## config.mk

```make
export PLATFORM = sky130hd
export DESIGN_NAME = if_fetch
export DESIGN_NICKNAME = d
export VERILOG_FILES = /design/src/rtl/if_fetch.sv
export SDC_FILE = /design/constraint.sdc
export NUM_CORES = 1
export LEC_CHECK = 0
export ABC_AREA = 1
export ABC_CLOCK_PERIOD_IN_PS = 8500
export BUFFER_PORTS_ARGS = -buffer_cell sky130_fd_sc_hd__buf_2
export CORE_ASPECT_RATIO = 2
export CORE_MARGIN = 10
export CORE_UTILIZATION = 32
export DETAILED_ROUTE_END_ITERATION = 12
export PLACE_DENSITY = 0.5
export SETUP_SLACK_MARGIN = 0.5
export SLEW_MARGIN = 15
export SYNTH_ARGS = -nofsm -noshare
export SYNTH_HDL_FRONTEND = slang
export SYNTH_SLANG_ARGS = --single-unit
export TNS_END_PERCENT = 30
```

## constraint.sdc

```tcl
create_clock -name clk -period 8.5 [get_ports clk]
set_input_delay 0.425 -clock clk [delete_from_list [all_inputs] [get_ports clk]]
set_output_delay 0.425 -clock clk [all_outputs]
set_load 0.05 [all_outputs]
```

## src/rtl/if_fetch.sv

```systemverilog
// Instruction fetch unit: owns the PC, issues imem word requests and fills the IF/ID register.
// Define IF_FETCH_ALIGN_CHK_EN to add the if_misalign output for unaligned redirect targets.
module if_fetch #(
  parameter logic [31:0] RESET_PC = 32'h0000_0000
) (
  input  logic        clk,
  input  logic        rst,
  output logic        imem_req,
  output logic [31:0] imem_addr,
  input  logic        imem_ack,
  input  logic [31:0] imem_rdata,
  input  logic        stall,
  input  logic        redirect,
  input  logic [31:0] redirect_addr,
  output logic [31:0] if_instrn,
  output logic [31:0] if_pc_addrout,
  output logic [31:0] if_pcp4,
  output logic        if_valid
`ifdef IF_FETCH_ALIGN_CHK_EN
  ,
  output logic        if_misalign
`endif
);

  localparam int unsigned XLEN = 32;

  localparam logic [1:0] ST_FETCH   = 2'd0;
  localparam logic [1:0] ST_HOLD    = 2'd1;
  localparam logic [1:0] ST_DISCARD = 2'd2;

  logic [1:0]      r_state,     w_state_nxt;
  logic [XLEN-1:0] r_pc,        w_pc_nxt;
  logic [XLEN-1:0] r_disc_addr, w_disc_addr_nxt;
  logic [XLEN-1:0] r_skid_data, w_skid_data_nxt;
  logic [XLEN-1:0] r_skid_pc,   w_skid_pc_nxt;
  logic            r_skid_vld,  w_skid_vld_nxt;
  logic [XLEN-1:0] r_instrn,    w_instrn_nxt;
  logic [XLEN-1:0] r_pc_out,    w_pc_out_nxt;
  logic [XLEN-1:0] r_pcp4,      w_pcp4_nxt;
  logic            r_valid,     w_valid_nxt;

  logic            w_fetch_ack;
  logic [XLEN-1:0] w_target;
  logic [XLEN-1:0] w_pc_inc;

  assign w_fetch_ack = (r_state == ST_FETCH) && imem_ack;
  assign w_target    = {redirect_addr[XLEN-1:2], 2'b00};
  assign w_pc_inc    = r_pc + XLEN'(4);

  // Next-state and datapath decode; redirect outranks stall and any ack.
  always_comb begin
    w_state_nxt     = r_state;
    w_pc_nxt        = r_pc;
    w_disc_addr_nxt = r_disc_addr;
    w_skid_data_nxt = r_skid_data;
    w_skid_pc_nxt   = r_skid_pc;
    w_skid_vld_nxt  = r_skid_vld;
    w_instrn_nxt    = r_instrn;
    w_pc_out_nxt    = r_pc_out;
    w_pcp4_nxt      = r_pcp4;
    w_valid_nxt     = r_valid;

    if (redirect) begin
      w_valid_nxt    = 1'b0;
      w_skid_vld_nxt = 1'b0;
      w_pc_nxt       = w_target;
      case (r_state)
        ST_FETCH: begin
          if (!imem_ack) begin
            w_disc_addr_nxt = r_pc;
            w_state_nxt     = ST_DISCARD;
          end
        end
        ST_HOLD:    w_state_nxt = ST_FETCH;
        ST_DISCARD: if (imem_ack) w_state_nxt = ST_FETCH;
        default:    w_state_nxt = ST_FETCH;
      endcase
    end else begin
      if (!stall) begin
        if (r_skid_vld) begin
          w_instrn_nxt   = r_skid_data;
          w_pc_out_nxt   = r_skid_pc;
          w_pcp4_nxt     = r_skid_pc + XLEN'(4);
          w_valid_nxt    = 1'b1;
          w_skid_vld_nxt = 1'b0;
        end else if (w_fetch_ack) begin
          w_instrn_nxt = imem_rdata;
          w_pc_out_nxt = r_pc;
          w_pcp4_nxt   = w_pc_inc;
          w_valid_nxt  = 1'b1;
        end else begin
          w_valid_nxt  = 1'b0;
        end
      end else if (w_fetch_ack) begin
        // A held valid instruction must survive; park the response instead.
        if (r_valid) begin
          w_skid_data_nxt = imem_rdata;
          w_skid_pc_nxt   = r_pc;
          w_skid_vld_nxt  = 1'b1;
        end else begin
          w_instrn_nxt = imem_rdata;
          w_pc_out_nxt = r_pc;
          w_pcp4_nxt   = w_pc_inc;
          w_valid_nxt  = 1'b1;
        end
      end

      case (r_state)
        ST_FETCH: begin
          if (imem_ack) begin
            w_pc_nxt = w_pc_inc;
            if (stall && r_valid) w_state_nxt = ST_HOLD;
          end
        end
        ST_HOLD:    if (!stall) w_state_nxt = ST_FETCH;
        ST_DISCARD: if (imem_ack) w_state_nxt = ST_FETCH;
        default:    w_state_nxt = ST_FETCH;
      endcase
    end
  end

  always_ff @(posedge clk or posedge rst) begin
    if (rst) begin
      r_state     <= ST_FETCH;
      r_pc        <= RESET_PC;
      r_disc_addr <= '0;
      r_skid_data <= '0;
      r_skid_pc   <= '0;
      r_skid_vld  <= 1'b0;
      r_instrn    <= '0;
      r_pc_out    <= '0;
      r_pcp4      <= '0;
      r_valid     <= 1'b0;
    end else begin
      r_state     <= w_state_nxt;
      r_pc        <= w_pc_nxt;
      r_disc_addr <= w_disc_addr_nxt;
      r_skid_data <= w_skid_data_nxt;
      r_skid_pc   <= w_skid_pc_nxt;
      r_skid_vld  <= w_skid_vld_nxt;
      r_instrn    <= w_instrn_nxt;
      r_pc_out    <= w_pc_out_nxt;
      r_pcp4      <= w_pcp4_nxt;
      r_valid     <= w_valid_nxt;
    end
  end

  assign imem_req      = !rst && (r_state != ST_HOLD);
  assign imem_addr     = (r_state == ST_DISCARD) ? r_disc_addr : r_pc;
  assign if_instrn     = r_instrn;
  assign if_pc_addrout = r_pc_out;
  assign if_pcp4       = r_pcp4;
  assign if_valid      = r_valid;

`ifdef IF_FETCH_ALIGN_CHK_EN
  logic r_misalign;

  always_ff @(posedge clk or posedge rst) begin
    if (rst) r_misalign <= 1'b0;
    else     r_misalign <= redirect && (redirect_addr[1:0] != 2'b00);
  end

  assign if_misalign = r_misalign;
`else
  logic w_unused_low_bits;
  assign w_unused_low_bits = ^redirect_addr[1:0];
`endif

endmodule

```

# Yosys cells after proc, flatten, opt, wreduce, memory -nomap -nowiden

Index checks and enable logic that the tools add are counted.

Register bits after elaboration: 228
Word-level logic and storage cells: 75

$add $sub $neg: 2
Equality and inequality tests: 11
Mux-type cells: 36
Bitwise gates (word level): 2
Reduce and logical (&&, ||, !) cells: 14

Operator list:

| cell                                                  | number |
|---|---|
| 2-to-1 mux 32 bit                                     | 19 |
| adder 32 x 3 -> 32 bit, second input constant         | 2 |
| 2-to-1 mux 2 bit                                      | 6 |
| AND reduction 4 bit                                   | 3 |
| 2-to-1 mux 1 bit                                      | 9 |
| inequality test 3 bit, second input constant          | 3 |
| inequality test 3 x 1 -> 1 bit, second input constant | 2 |
| case mux 2 bit (3 select lines)                       | 1 |
| nonzero test 2 bit                                    | 3 |
| inequality test 2 x 1 -> 1 bit, second input constant | 2 |
| case mux 2 bit (2 select lines)                       | 1 |
| AND reduction 2 bit                                   | 2 |
| logical AND 1 bit                                     | 3 |
| inequality test 3 x 2 -> 1 bit, second input constant | 1 |
| AND reduction 3 bit                                   | 1 |
| == test 2 x 1 -> 1 bit, second input constant         | 1 |
| == test 2 bit, second input constant                  | 1 |
| zero test 2 bit                                       | 1 |
| inequality test 2 bit, second input constant          | 1 |
| NOT 1 bit                                             | 2 |
| zero test 1 bit                                       | 1 |

# Logic depth before layout (Yosys ltp)

Depth in word-level cells: 6
Gate-level depth with buffers: 11
Depth with buffers taken out: 11

# Least setup slack after synthesis

Ideal clock, no wire load.

Kind: register -> output
Start point: reg r_state[1]
End point: out imem_addr[10]
Arrival time: 1.656 ns
Setup slack: 6.419 ns
Stages on the path, launching flop included: 5
Path buffers: 1
Cells stage by stage: dfrtp_1 > nand2_1 > clkbuf_1 > nor2_1 > a21oi_1

Longest elaborated chain between the ends: 2

RTL lines:

| element                | line | RTL |
|---|---|---|
| from (decl)            | 31   | `logic [1:0] r_state, w_state_nxt;` |
| from (signal assigned) | 135  | `r_state <= w_state_nxt;` |
| == test 2 bit          | 149  | `assign imem_addr = (r_state == ST_DISCARD) ? r_disc_addr : r_pc;` |
| 2-to-1 mux 32 bit      | 149  |  |
| to (decl)              | 9    | `output logic [31:0] imem_addr,` |

No other way between the ends.

# Worst setup path after layout

Start point: reg r_skid_vld
End point: reg r_pcp4[21], in the netlist if_pcp4[21]

Longest elaborated chain between the ends: 2

RTL lines:

| element                                                            | line | RTL |
|---|---|---|
| from (decl)                                                        | 36   | `logic r_skid_vld, w_skid_vld_nxt;` |
| from (signal assigned)                                             | 140  | `r_skid_vld <= w_skid_vld_nxt;` |
| nonzero test 2 bit (no line) or 2-to-1 mux 32 bit (tied branches)  | n/a  |  |
| AND reduction 4 bit (no line) or 2-to-1 mux 32 bit (tied branches) | n/a  |  |
| to (signal assigned)                                               | 143  | `r_pcp4 <= w_pcp4_nxt;` |
| to (decl)                                                          | 39   | `logic [XLEN-1:0] r_pcp4, w_pcp4_nxt;` |

Several ways; a longest one is shown, not always the timed one.
A chain may end at the register's enable or synchronous reset.

==> impl_metrics.toml <==
[clocking]
cts_buffer_depth = 3
post_cts_resize_count = 0
cts-hold-fix-buffers = 0
cts_root_buffer = "clkbuf_16"
clock_sink_count = 218
htreeDepth = 1
cts_tree = "built"
insertion_delay_ns = 0.53
cts_buffers = 22
postCtsSetupRepairBufs = 0
clkTransAtPathRegs_ns = 0.07

[route]
drtIter0Drc = 536
routedWlPerCell_um = 17.96
vias_per_cell = 4.802
dr.pass1.iters = 5
drcViolationCount = 0
route.final.wire_length_um = 35850
vias = 9585
ant_nets = 0

[floorplanning]
die_h_um = 281.7
dieWidth_um = 150.9
rows = 95
ioPinCount = 199
dieArea_um2 = 42500
start_util_pct = 32.47
coreArea_um2 = 33760

[synthesis]
synth-edff-count = 0
seq_area_frac_synth_pct = 49.77
synth_area_leaders = "dfrtp_1 (50%), nand2_1 (16%), nor2_1 (6.4%)"
async_flop_share_pct = 100.0
yosysWarningCount = 0
synth_top_area_cell = "dfrtp_1"
syn_inst = 1394
syn_area_um2 = 10960
synth.ff_latch_count = 218
synth_top_area_share_pct = 49.77
synth-main-ff-cell = "dfrtp_1"
synth_area_per_cell_um2 = 7.863
synth.distinct_cells = 34

[grt]
grt_max_degree = 93
track_usage_pct = 16.65
grt_pass1_wl_um = 55570
grt_overflow = 0
grt_antenna_before_repair = 0
use_met3_pct = 2.408
grt_pass1_vias = 9589
use_met2_pct = 29.32
grtUsageMet1_pct = 19.62
busiest_layer = "met2"

[worst_setup_path]
slowest_stage = "inv_4"
critPathTopFamily = "buffers and inverters"
reg2regPathDepth = 9
r2r_end = "if_pcp4[21]"
path_cells = "nand2_4 -> nand2_1 -> nand3_4 -> inv_4 -> buf_4 -> nand2_1 -> nor2_1 -> o21ai_1 -> nand2_1"
cp_common_cell = "nand2_1"
reg2reg_slack_ns = 4.96
crit_type = "reg -> reg"
crit_path_max_incr_delay_ns = 0.74
crit_path_end_kind = "register"
crit_start = "r_skid_vld"
start_kind = "register"
cp.arrival_ns = 4.00
worst-path-buf-inv = 2
critPathMaxFanout = 76
crit_required_ns = 8.96
reg2reg_from = "r_skid_vld"

[place]
dp_hpwl_um = 26640
gp_congestion = 0.9453
io_buffers = 190
pre_cts_ws_ns = 4.603

[timing]
worst_pin_slew_ns = 1.062
fmax_ghz = 0.2828
holdWs_ns = -0.03928
timing.slew.headroom_pct = 28.92
maxSlewViolCount = 0
fin_crit_ns = 3.537
report.final.setup_viol = 0
finalCritPeriodShare_pct = 41.61
clock_skew_ns = 0.008016
hold_viol = 15
fin_tns_setup_ns = 0
setup_ws_ns = 4.963
rsz0062_at_grt = "false"

[flow_run]
maxCapViolations = 0

[pwr]
vdd_drop_max_mv = 0.1281
seq_power_share_pct = 39.6
power_density_nw_per_um2 = 297.0
swShare_pct = 43.10
p_int_uw = 2173
leakagePower_uw = 0.006173
combPwrFrac_pct = 35.4
p_sw_uw = 1646
pwr-share-clk_pct = 24.9

[cells_and_area]
drive_gt1_share_pct = 18.59
fillers = 3589
n_antenna_cell = 0
num-nets-final = 1617
areaGrowthSynthToFinish_pct = 17.31
final_common_cell = "nand2_1"
final_cell_mix = "nand2_1 (452), dfrtp_1 (218), buf_2 (190), nor2_1 (187), inv_1 (81)"

[outcome]
violations = "negative hold slack"
status = "finished with violations"

[min_path]
hold_class = "in -> async"
==> power groups by stage <==
stage,Clock (µW),Combinational (µW),Sequential (µW)
2_1_floorplan,0,575,1950
3_3_place_gp,0,1360,1520
3_5_place_dp,0,1380,1530
4_1_cts,992,1380,1510
5_1_grt,1030,1470,1560
6_report,952,1350,1510
==> how the worst max path moves through the flow <==
stage                   endpoint  cells past startpoint
floorplan           if_instrn[0]                      1
global placement     if_pcp4[21]                     11
detailed placement   if_pcp4[21]                     11
CTS                  if_pcp4[21]                      9
global route         if_pcp4[21]                      9
finish               if_pcp4[21]                      9
==> state kept, by name, summed over array words and instances, names as in the netlist <==
register / cells
if_valid: 1
r_skid_data: 32
r_skid_pc: 30
r_disc_addr: 30
if_pcp4: 30
if_pc_addrout: 30
r_state: 2
r_skid_vld: 1
r_pc: 30
if_instrn: 32
==> worst reg2reg max path, stage by stage (launching register included) <==
cell and delay, ns:
dfrtp_1 0.39, nand2_4 0.34, nand2_1 0.27, nand3_4 0.47, inv_4 0.76, buf_4 0.75
nand2_1 0.16, nor2_1 0.10, o21ai_1 0.13, nand2_1 0.10
==> layout make-up <==
type	count	area, µm²	area share (%)
timing repair buffer	199	1018	7.921
clock buffer	29	638.1	4.963
inverter	85	329.1	2.559
tap	436	545.5	4.243
sequential	218	5455	42.43
multi-input combinational	1020	4823	37.51
clock inverter	9	47.55	0.3698
==> synth_stat cells (6+ instances only) <==
cell type  count
a21oi_1       52
a31oi_1       66
buf_2         19
buf_4         10
buf_6          6
clkbuf_1      37
dfrtp_1      218
inv_1         83
mux2_2        32
nand2_1      454
nand3_1       51
nand4_1        8
nor2_1       187
nor2_2         7
o211ai_1      27
o21ai_0       78
o21ai_1        8
xor2_1        14
==> metal layers <==
layer,up-vias,wire [µm]
met3,63,1945
met5,-,0
met2,263,18080
met1,4429,14510
met4,0,1328
li1,4830,-
==> through the flow <==
stage | utilization [%] | total power, µW | cell area [µm²] | instances
floorplan | - | 2521 | 10980 | 1399
global placement | 36.06 | 2883 | 12170 | 1958
detailed placement | 36.06 | 2907 | 12170 | 1958
CTS | 38.09 | 3883 | 12860 | 1996
global route | 38.09 | 4054 | 12860 | 1996
finish | 38.09 | 3818 | 12860 | 1996
==> kinds of logic (layout without fill, tap and decap cells) <==
family,Yosys count,in the layout,share of synthesized area [%]
multiplexers,32,32,3.288
other,1,6,0.03421
AND/OR/NAND/NOR,728,728,26.63
AO/OA/AOI/OAI,238,238,12.44
buffers and inverters,161,322,6.484
XOR/XNOR,14,14,1.119
adder cells (fa/ha/maj),2,2,0.2283
flip-flops,218,218,49.77
Note: power is estimated with default switching activity, not from simulation.
